**src/rtl/pwm_duty_decoder.sv**
```systemverilog
// pwm_duty_decoder: measures period/high time of a PWM line and quantises duty to STEPS+1 levels
module pwm_duty_decoder #(
  parameter int CNT_W   = 16,
  parameter int STEPS   = 10,
  parameter int TIMEOUT = 1000
) (
  input  logic             clk,
  input  logic             rst,
  input  logic             pwm_in,
  output logic             valid,
  output logic [CNT_W-1:0] period_out,
  output logic [CNT_W-1:0] high_out,
  output logic [3:0]       duty_step,
  output logic             stuck,
  output logic             overrun
);
  localparam int NW = CNT_W + 5;
  typedef enum logic [1:0] {IDLE, MEASURE, STUCK} state_t;
  state_t           r_state;
  logic             r_s1, r_s2, r_s3;
  logic [CNT_W-1:0] r_pcnt, r_hcnt, r_p, r_h;
  logic [NW-1:0]    r_rem;
  logic [3:0]       r_q;
  logic [2:0]       r_stg;
  logic             w_rise, w_busy, w_tout, w_start, w_ge;
  logic [NW-1:0]    w_num, w_dsh;
  logic [3:0]       w_qn;
  always_comb begin
    w_rise  = r_s2 & ~r_s3;
    w_busy  = r_stg != 3'd0;
    w_tout  = r_state != STUCK && r_pcnt == CNT_W'(TIMEOUT);
    w_start = w_rise && r_state == MEASURE && !w_busy;
    w_num   = NW'(r_hcnt) * NW'(STEPS) + NW'(r_pcnt >> 1);
    // stages 1..4 resolve quotient bits 3..0; stage 5 only keeps the divider busy
    w_dsh   = NW'(r_p) << (3'd4 - r_stg);
    w_ge    = r_rem >= w_dsh;
    w_qn    = {r_q[2:0], w_ge};
  end
  always_ff @(posedge clk) begin
    if (rst) begin
      r_state    <= IDLE;
      r_s1       <= 1'b0;
      r_s2       <= 1'b0;
      r_s3       <= 1'b0;
      r_pcnt     <= '0;
      r_hcnt     <= '0;
      r_p        <= '0;
      r_h        <= '0;
      r_rem      <= '0;
      r_q        <= '0;
      r_stg      <= '0;
      valid      <= 1'b0;
      period_out <= '0;
      high_out   <= '0;
      duty_step  <= '0;
      stuck      <= 1'b0;
      overrun    <= 1'b0;
    end else begin
      r_s1  <= pwm_in;
      r_s2  <= r_s1;
      r_s3  <= r_s2;
      valid <= 1'b0;
      if (w_rise) begin
        r_state <= MEASURE;
        r_pcnt  <= CNT_W'(1);
        r_hcnt  <= CNT_W'(1);
        if (r_state == MEASURE && w_busy) overrun <= 1'b1;
      end else if (w_tout) begin
        r_state    <= STUCK;
        valid      <= 1'b1;
        period_out <= '0;
        high_out   <= '0;
        duty_step  <= r_s2 ? 4'(STEPS) : 4'd0;
        stuck      <= 1'b1;
      end else if (r_state != STUCK) begin
        r_pcnt <= r_pcnt + CNT_W'(1);
        r_hcnt <= r_hcnt + CNT_W'(r_s2);
      end
      if (w_start) begin
        r_stg <= 3'd1;
        r_p   <= r_pcnt;
        r_h   <= r_hcnt;
        r_rem <= w_num;
        r_q   <= 4'd0;
      end else if (w_busy) begin
        r_stg <= r_stg == 3'd5 ? 3'd0 : r_stg + 3'd1;
        if (r_stg != 3'd5) begin
          r_q <= w_qn;
          if (w_ge) r_rem <= r_rem - w_dsh;
        end
        if (r_stg == 3'd4) begin
          valid      <= 1'b1;
          period_out <= r_p;
          high_out   <= r_h;
          duty_step  <= w_qn > 4'(STEPS) ? 4'(STEPS) : w_qn;
          stuck      <= 1'b0;
        end
      end
    end
  end
endmodule

```
**config.mk**
```make
export PLATFORM = sky130hd
export DESIGN_NAME = pwm_duty_decoder
export DESIGN_NICKNAME = d
export VERILOG_FILES = /design/src/rtl/pwm_duty_decoder.sv
export SDC_FILE = /design/constraint.sdc
export NUM_CORES = 1
export LEC_CHECK = 0
export ABC_AREA = 1
export BUFFER_PORTS_ARGS = -buffer_cell sky130_fd_sc_hd__buf_2
export CAP_MARGIN = 20
export CORE_MARGIN = 8
export CORE_UTILIZATION = 50
export CTS_CLUSTER_SIZE = 10
export DETAILED_ROUTE_END_ITERATION = 10
export PLACE_DENSITY_LB_ADDON = 0.05
export REMOVE_ABC_BUFFERS = 1
export SYNTH_ARGS = -nofsm -noshare
export SYNTH_HDL_FRONTEND = slang
export SYNTH_SLANG_ARGS = --single-unit
```
**constraint.sdc**
```tcl
create_clock -name clk -period 4.3 [get_ports clk]
set_clock_uncertainty 0.15 [all_clocks]
set_input_delay 0.215 -clock clk [delete_from_list [all_inputs] [get_ports clk]]
set_output_delay 0.215 -clock clk [all_outputs]
set_load 0.05 [all_outputs]
```
==> results.toml, run 1 <==
[power_and_ir_drop]
ir_drop_uv = 306.0
switching_share_pct = 44.63
p_int_mw = 2.890
pwr-share-seq_pct = 25.2
clkPwrFrac_pct = 27.0
p_switching_mw = 2.329
p_leak_nw = 4.537
p_per_area_nw_per_um2 = 526.3
combPwrFrac_pct = 47.8

[logic_synthesis]
synth_area_leader_cell = "dfxtp_1"
syn_area_um2 = 8985
yosys_warnings = 0
synth_top_area_share_pct = 30.08
synth_seq_area_share_pct = 30.08
yosysMostFrequentCell = "nand2_1"
yosys.cell_types.count = 45
synthFlopType = "dfxtp_1"
syn_inst = 1352
postSynth.asyncResetShare_pct = 0
synth_edf_count = 0
synth_seq_cells = 135
syn_area_per_cell_um2 = 6.646
synth.area.top_cells = "dfxtp_1 (30%), nand2_1 (12%), ha_1 (10%)"
netlist_top_cells_count = "nand2_1 (291), o21ai_0 (175), inv_1 (152)"

[global_route]
grtUsageTotal_pct = 22.66
grt_pass1_vias = 8244
gr-total-overflow = 0
antenna_found_initial = 0
grt_max_degree = 78
grt_pass1_wl_um = 41000

[placed_design]
port-buffer-count = 41
place_congestion = 0.9289
dpl.hpwl_um = 18610

[setup_path]
cp_max_fo = 29
critical_path.slowest_cell = "ha_1"
worst-path-buf-inv = 3
worst_setup_path_start_kind = "flop"
worstPathRequired_ns = 4.51
worstSetupPathType = "reg2reg"
worstPathArrival_ns = 4.00
crit_family = "compound AO/OA/AOI/OAI gates"
critical_path.most_common_cell = "o21ai_0"
r2r_setup_slack_ns = 0.51
cp-end-kind = "flop"
path_cells = "inv_1 > ha_1 > clkinvlp_4 > o21ai_0 > nand2_1 > o21ai_0 > ha_1 > a21oi_1 > o21ai_0 > a21oi_1 > nand4_2 > nand2_2 > nand2_4 > inv_4 > nand2_1 > a21oi_2"
critPathMaxStageDelay_ns = 0.37

[cts]
clock_latency_ns = 0.43
clkSlewWorstSetupHoldPaths_ns = 0.07
htreeDepth = 4
cts_setup_buffers = 0
cts.sinks = 135
root_buffer = "clkbuf_16"
cts_tree = "built"
cts_buffers = 17
cts.path.max_buffers = 2

[timing]
hold_viol_final = 0
hold_slack_ns = 0.05534
min_period_ns = 3.788
period_share_pct = 88.09
max_freq_mhz = 264.0
setup_tns_ns = 0
relSlewSlack_pct = 35.82
finalSetupViolCount = 0
worst_slew_pin_slew_ns = 0.9616
rsz0062_at_grt = "false"
drv_slew = 0

[route]
via_per_inst = 5.401
dr_total_vias = 8734
wl_per_cell_um = 15.21
drt-initial-drc-count = 621
finalWirelength_um = 24590
antenna_left = 0
drc_errors = 0
drt-pass1-iter-count = 7

[hold_path]
hold_path.class = "in2reg"

[finish]
nets = 1455
antenna_cells = 0
syn2layout_area_growth_pct = 10.37
utilization_pct = 55.78
n_fill_cell = 1825
drive_gt1_share_pct = 7.709

[floorplanning]
core_um2 = 17780
die_x_um = 150.1
num_rows = 49
die_h_um = 150.1
ios = 42
die_area_um2 = 22520
floorplan.initialDensity_pct = 50.53

[run_status]
status = "complete, no violations"

[job]
max-cap-violations = 0
[worst paths after layout]
check                start       end  cells past startpoint
setup / recovery  r_stg[1]  r_rem[0]                     16
hold / removal         rst   overrun                      2
setup reg to reg  r_stg[1]  r_rem[0]                     16
hold reg to reg       r_s1      r_s2                      2
[worst reg2reg max path: stages, from the launching register on]
cell and delay [ns]:
dfxtp_1 0.36, inv_1 0.07, ha_1 0.34, clkinvlp_4 0.31, o21ai_0 0.32, nand2_1 0.07
o21ai_0 0.15, ha_1 0.37, a21oi_1 0.19, o21ai_0 0.15, a21oi_1 0.19, nand4_2 0.24
nand2_2 0.17, nand2_4 0.20, inv_4 0.24, nand2_1 0.09, a21oi_2 0.11
[logic make-up after synthesis]
family                   after synthesis  share of synthesized area (%)
buffers and inverters                205                          9.038
multiplexers                           5                         0.5570
AO/OA/AOI/OAI                        347                          19.97
XOR/XNOR                              32                          3.119
AND/OR/NAND/NOR                      551                          26.26
flip-flops                           135                          30.08
adder cells (fa/ha/maj)               77                          10.97
[power groups by stage]
| stage | Sequential [mW] | Clock [mW] | Combinational, mW |
|---|---|---|---|
| finish | 1.31 | 1.41 | 2.50 |
| global route | 1.32 | 1.49 | 2.85 |
| CTS | 1.31 | 1.44 | 2.45 |
| detailed placement | 1.34 | 0 | 2.43 |
| global placement | 1.34 | 0 | 2.45 |
| floorplan | 1.35 | 0 | 1.83 |
[metrics by stage]
stage                     std cells  power [mW]  cell area [um^2]  setup slack, ns
after floorplan                1304       3.186              8765           0.2775
after detailed placement       1584       3.774              9331           0.3291
after global placement         1584       3.791              9331           0.4122
after global routing           1617       5.658              9917          0.08854
after CTS                      1617       5.207              9908           0.3048
final                          1617       5.219              9917           0.5121
[layout by cell type, fill, tap and decap left out, drive strengths merged, types with 18 or more instances in the layout]
master	Yosys	routed
o21ai	185	185
a21oi	139	139
ha	74	74
nand4	20	20
nand2	297	297
dfxtp	135	135
nand3	86	86
clkbuf	32	18
buf	16	51
nor2	105	105
inv	155	163
nor3	25	25
xor2	20	20
[flip-flops by register name, indices dropped and copies added (netlist names), 2 cells and up]
signal,cells
r_rem,21
high_out,16
period_out,16
r_h,16
r_hcnt,16
r_p,16
r_pcnt,16
duty_step,4
r_q,3
r_stg,3
r_state,2
[what timing repair did]
action                     in CTS  in global routing
setup endpoints to repair       0                 15
gates resized for setup         0                  3
hold buffers                    1                  0
hold endpoints to repair        1                  0
[area by class of cell]
cell class / instances / area, um^2 / share of cell area, %
clock inverter: 14 / 127.6 / 1.287
timing repair buffer: 52 / 290.3 / 2.927
multi-input combinational: 1012 / 5475 / 55.21
clock buffer: 18 / 439.2 / 4.428
inverter: 157 / 595.6 / 6.006
tap: 229 / 286.5 / 2.889
sequential: 135 / 2703 / 27.25
[layer usage]
layer	global-route usage [%]	wire length, um
met3	3.447	884
met5	0	0
met4	8.296	603
met2	38.02	11730
met1	28.87	11370
Power figures use the tool's default switching activity.
==> run 2: changes to the inputs <==
==> constraint.sdc (replaced) <==
create_clock -name clk -period 4.3 [get_ports clk]
set_clock_uncertainty 0.15 [all_clocks]
set_input_delay 0.645 -clock clk [delete_from_list [all_inputs] [get_ports clk]]
set_output_delay 0.645 -clock clk [all_outputs]
set_load 0.05 [all_outputs]
==> run 2 against run 1 <==
  * Worst setup slack worse by 0.037 ns
  * Global-route usage shrank 0.34 points
  * Cell count is essentially flat
  * First-iteration DRC count up 3.2%
  * Core utilization unchanged
  * Critical path depth increased by 1
  * Clock power is essentially flat
  * Clock-buffer cell count is the same
  * Non-clock buffer count decreased by 1
  * Design area unchanged
  * Sequential power is essentially flat
  * Critical endpoint is now r_rem[8]
==> results.toml, run 2 (synthesized netlist as in run 1, its figures left out) <==
[hold_path]
min_to = "r_s2"
hold_start = "r_s1"
hold_path.class = "reg2reg"
min_path_cells = 2

[global_route]
antenna_found_initial = 0
gr-usage-met1_pct = 28.31
grt_pass1_wl_um = 40340
gr-total-overflow = 0
busiest_layer = "met2"
grt.met3_usage_pct = 3.205
grt_use_met2_pct = 38.15
grtUsageTotal_pct = 22.32
grt_pass1_vias = 8137
grt_max_degree = 78

[finish]
final_common_cell = "nand2_1"
fin_cells = 1616
drive_gt1_share_pct = 7.642
syn2layout_area_growth_pct = 10.37
utilization_pct = 55.78
nets = 1454
antenna_cells = 0
most-common-layout-cells = "nand2_1 (291), o21ai_0 (174), inv_1 (151)"
multi_input_area_um2 = 5475
n_fill_cell = 1804
regArea_um2 = 2703
regMostFlops = "r_rem"
largest_reg_flops = 21
fin_area_um2 = 9917

[placed_design]
port-buffer-count = 41
pre_cts_ws_ns = 0.3187
dpl.hpwl_um = 18700
place_inst = 1584
place_congestion = 0.9351
postPlaceCellArea_um2 = 9344

[cts]
cts_buffers = 17
clock_latency_ns = 0.42
htreeDepth = 4
cts_resized = 0
cts.sinks = 135
root_buffer = "clkbuf_16"
clkSlewWorstSetupHoldPaths_ns = 0.07
cts_setup_buffers = 0
cts.path.max_buffers = 2
cts_tree = "built"
hold_buffers = 0

[route]
via_per_inst = 5.418
finalWirelength_um = 24720
antenna_left = 0
wl_per_cell_um = 15.30
drt-initial-drc-count = 641
drc_errors = 0
drt-pass1-iter-count = 5
dr_total_vias = 8755

[floorplanning]
die_x_um = 150.1
num_rows = 49
core_um2 = 17780
floorplan.initialDensity_pct = 50.53
ios = 42
die_area_um2 = 22520
die_h_um = 150.1

[run_status]
status = "complete, no violations"

[power_and_ir_drop]
p_leak_nw = 4.536
p_per_area_nw_per_um2 = 526.9
ir_drop_uv = 329.4
power_mw = 5.225

[setup_path]
r2r_setup_slack_ns = 0.48
reg2reg_from = "r_stg[1]"
worstSetupPathType = "reg2reg"
r2r_cells = 17
worstPathRequired_ns = 4.46
cp-end-kind = "flop"
worst_setup_path_start_kind = "flop"
worstPathArrival_ns = 3.99
cp_max_fo = 29
timing.rr.end = "r_rem[8]"

[timing]
period_share_pct = 88.95
worst_slew_pin_slew_ns = 0.9371
hold_viol_final = 0
drv_slew = 0
finalSetupViolCount = 0
hold_slack_ns = 0.2687
min_period_ns = 3.825
fin_ws_ns = 0.4752
setup_tns_ns = 0
max_freq_mhz = 261.5
relSlewSlack_pct = 37.46
rsz0062_at_grt = "false"

[job]
max-cap-violations = 0
[run 2: cell count changes in the layout (fill, tap and decap cells not counted), sizes merged]
cell,change
clkinv,-1
dlygate4sd3,-1
inv,+1
[run 2: layout make-up]
type | count | area share [%]
multi-input combinational | 1012 | 55.21
sequential | 135 | 27.25
inverter | 157 | 5.968
clock buffer | 18 | 4.428
timing repair buffer | 51 | 2.952
tap | 229 | 2.889
clock inverter | 14 | 1.300
[run 2: worst max-delay path by stage]
stage / end / cells past startpoint / start / slack [ns]
floorplan: r_rem[10] / 18 / r_stg[0] / 0.28
global placement: r_rem[0] / 15 / r_stg[0] / 0.43
detailed placement: r_rem[10] / 17 / r_stg[0] / 0.32
CTS: r_rem[8] / 17 / r_stg[1] / 0.27
global route: r_rem[13] / 18 / r_stg[0] / 0.06
finish: r_rem[8] / 17 / r_stg[1] / 0.48
[run 2: metal layers]
layer	share of wire, %	wire length [um]
met2	48	11750
met4	2.1	514
met5	0	0
met3	4.2	1033
met1	46	11430
[run 2: worst max-delay path, cell delays in order (launching register included)]
cell and delay, ns:
dfxtp_1 0.35, inv_1 0.07, ha_1 0.29, inv_1 0.42, o21ai_0 0.22, o21ai_0 0.19
inv_1 0.10, ha_1 0.40, nand2_1 0.15, nor2_1 0.18, nor3b_2 0.19, o21ai_1 0.10
nand4_2 0.16, nand2_2 0.11, nand2_4 0.29, inv_4 0.15, nor2_1 0.14, nor2_1 0.04
[run 2: report_power, final]
part	switching [mW]	internal (mW)
combinational	1.66	0.824
sequential	0.0258	1.29
clock	0.645	0.779
total	2.33	2.89
==> run 3: changes to the inputs <==
Settings changed: CORE_UTILIZATION 50 to 25.
==> run 3 against run 2 <==
  * First-iteration DRC count is 34% lower
  * Sequential cell count stayed put
  * Design area is 4.0% higher
  * Non-clock buffer count is 7 higher
  * Highest routed layer unchanged
  * Largest cell class unchanged
==> results.toml, run 3 (synthesized netlist as in run 1, its figures left out) <==
[global_route]
gr-total-overflow = 0
antenna_found_initial = 0
grt_pass1_wl_um = 48180
grtUsageTotal_pct = 14.54
grt_max_degree = 89
grt_pass1_vias = 8649

[route]
finalWirelength_um = 30090
dr_total_vias = 8674
drt-initial-drc-count = 424
wl_per_cell_um = 16.22
drt-pass1-iter-count = 5
antenna_left = 0
drc_errors = 0
via_per_inst = 4.676

[finish]
nets = 1461
antenna_cells = 0
multi_input_area_um2 = 5470
drive_gt1_share_pct = 7.963
syn2layout_area_growth_pct = 14.80
n_fill_cell = 3953
regMostFlops = "r_rem"
largest_reg_flops = 21
utilization_pct = 29.07
final_common_cell = "nand2_1"
regArea_um2 = 2703
most-common-layout-cells = "nand2_1 (291), o21ai_0 (175), inv_1 (151)"

[timing]
max_freq_mhz = 251.2
worst_slew_pin_slew_ns = 0.8730
min_period_ns = 3.981
drv_slew = 0
relSlewSlack_pct = 41.80
hold_viol_final = 0
setup_tns_ns = 0
rsz0062_at_grt = "false"
finalSetupViolCount = 0
period_share_pct = 92.58

[setup_path]
cp_max_fo = 16
r2r_setup_slack_ns = 0.32
cp-end-kind = "flop"
timing.rr.end = "r_rem[16]"
worstSetupPathType = "reg2reg"
worst_setup_path_start_kind = "flop"
r2r_cells = 16
worstPathRequired_ns = 4.46
reg2reg_from = "r_stg[0]"
worstPathArrival_ns = 4.15

[power_and_ir_drop]
ir_drop_uv = 282.9
p_int_mw = 3.044
combPwrFrac_pct = 48.3
clkPwrFrac_pct = 27.6
switching_share_pct = 44.22
p_switching_mw = 2.413
p_per_area_nw_per_um2 = 529.1
power_mw = 5.457
pwr-share-seq_pct = 24.1
p_leak_nw = 4.590

[floorplanning]
ios = 42
num_rows = 69
floorplan.initialDensity_pct = 25.32
die_x_um = 205.6
core_um2 = 35480
die_area_um2 = 42260
die_h_um = 205.6

[hold_path]
hold_path.class = "in2reg"
min_path_cells = 3
hold_start = "pwm_in"
min_to = "r_s1"

[cts]
cts_tree = "built"
hold_buffers = 0
cts_buffers = 17
cts.sinks = 135
htreeDepth = 4
cts_setup_buffers = 0
clock_latency_ns = 0.45
clkSlewWorstSetupHoldPaths_ns = 0.07
cts_resized = 0
cts.path.max_buffers = 2
root_buffer = "clkbuf_16"

[run_status]
status = "complete, no violations"

[placed_design]
port-buffer-count = 41
dpl.hpwl_um = 23220
place_congestion = 0.8244

[job]
max-cap-violations = 0
-- run 3: changes by cell type in the layout (fill, tap and decap cells not counted), moves of 2 or more --
cell | before | now
inv_8 | 4 | 0
clkbuf_1 | 0 | 2
inv_6 | 5 | 1
buf_12 | 1 | 3
buf_4 | 9 | 13
clkinv_2 | 0 | 3
bufinv_16 | 0 | 2
-- run 3: worst max path at each step --
| stage | slack (ns) | startpoint | endpoint |
|---|---|---|---|
| 2_1_floorplan | 0.28 | r_stg[0] | r_rem[10] |
| 3_3_place_gp | 0.36 | r_stg[0] | r_rem[16] |
| 3_5_place_dp | 0.37 | r_stg[1] | r_rem[16] |
| 4_1_cts | 0.35 | r_stg[1] | r_rem[16] |
| 5_1_grt | 0.03 | r_stg[0] | r_rem[10] |
| 6_report | 0.32 | r_stg[0] | r_rem[16] |
-- run 3: routing by layer --
| layer | track usage (%) | routed length [um] | part of all wire, % |
|---|---|---|---|
| met5 | 0 | 0 | 0 |
| met4 | 4.978 | 693 | 2.3 |
| met3 | 2.236 | 681 | 2.3 |
| met2 | 23.97 | 13940 | 46 |
| met1 | 19.07 | 14770 | 49 |
-- run 3: layout make-up --
class                   instances  area share [%]
clock inverters                11           1.189
clock buffers                  21           4.464
well taps                     461           5.592
flip-flops and latches        135           26.20
multi-input cells            1012           53.03
inverters                     157           5.738
repair buffers                 58           3.785
-- run 3: worst max-delay path: stages (launching register included) --
cell and delay, ns:
dfxtp_1 0.33, inv_1 0.07, ha_1 0.24, ha_1 0.31, inv_1 0.31, nor3_1 0.11, ha_1 0.28, fa_1 0.44
inv_1 0.11, nand3_1 0.07, and2_1 0.19, o21ai_0 0.45, nand2_1 0.14, nand2_1 0.14, xor2_1 0.07, o21ai_0 0.33
a21oi_1 0.11
-- run 3: power by group through the flow --
stage	Clock (mW)	Sequential [mW]	Combinational, mW
floorplan	0	1.35	1.83
global placement	0	1.34	2.68
detailed placement	0	1.34	2.62
CTS	1.56	1.31	2.64
global route	1.60	1.32	2.98
finish	1.51	1.31	2.64
-- run 3: per-stage QoR --
stage | std cells | hold WS, ns | area (um^2) | setup slack, ns
2_1_floorplan | 1304 | 0.2383 | 8765 | 0.2775
3_3_place_gp | 1822 | 0.2681 | 9704 | 0.3636
3_5_place_dp | 1822 | 0.2471 | 9704 | 0.3678
4_1_cts | 1854 | 0.2366 | 10290 | 0.3475
5_1_grt | 1855 | 0.2408 | 10310 | 0.03490
6_report | 1855 | 0.2595 | 10310 | 0.3191
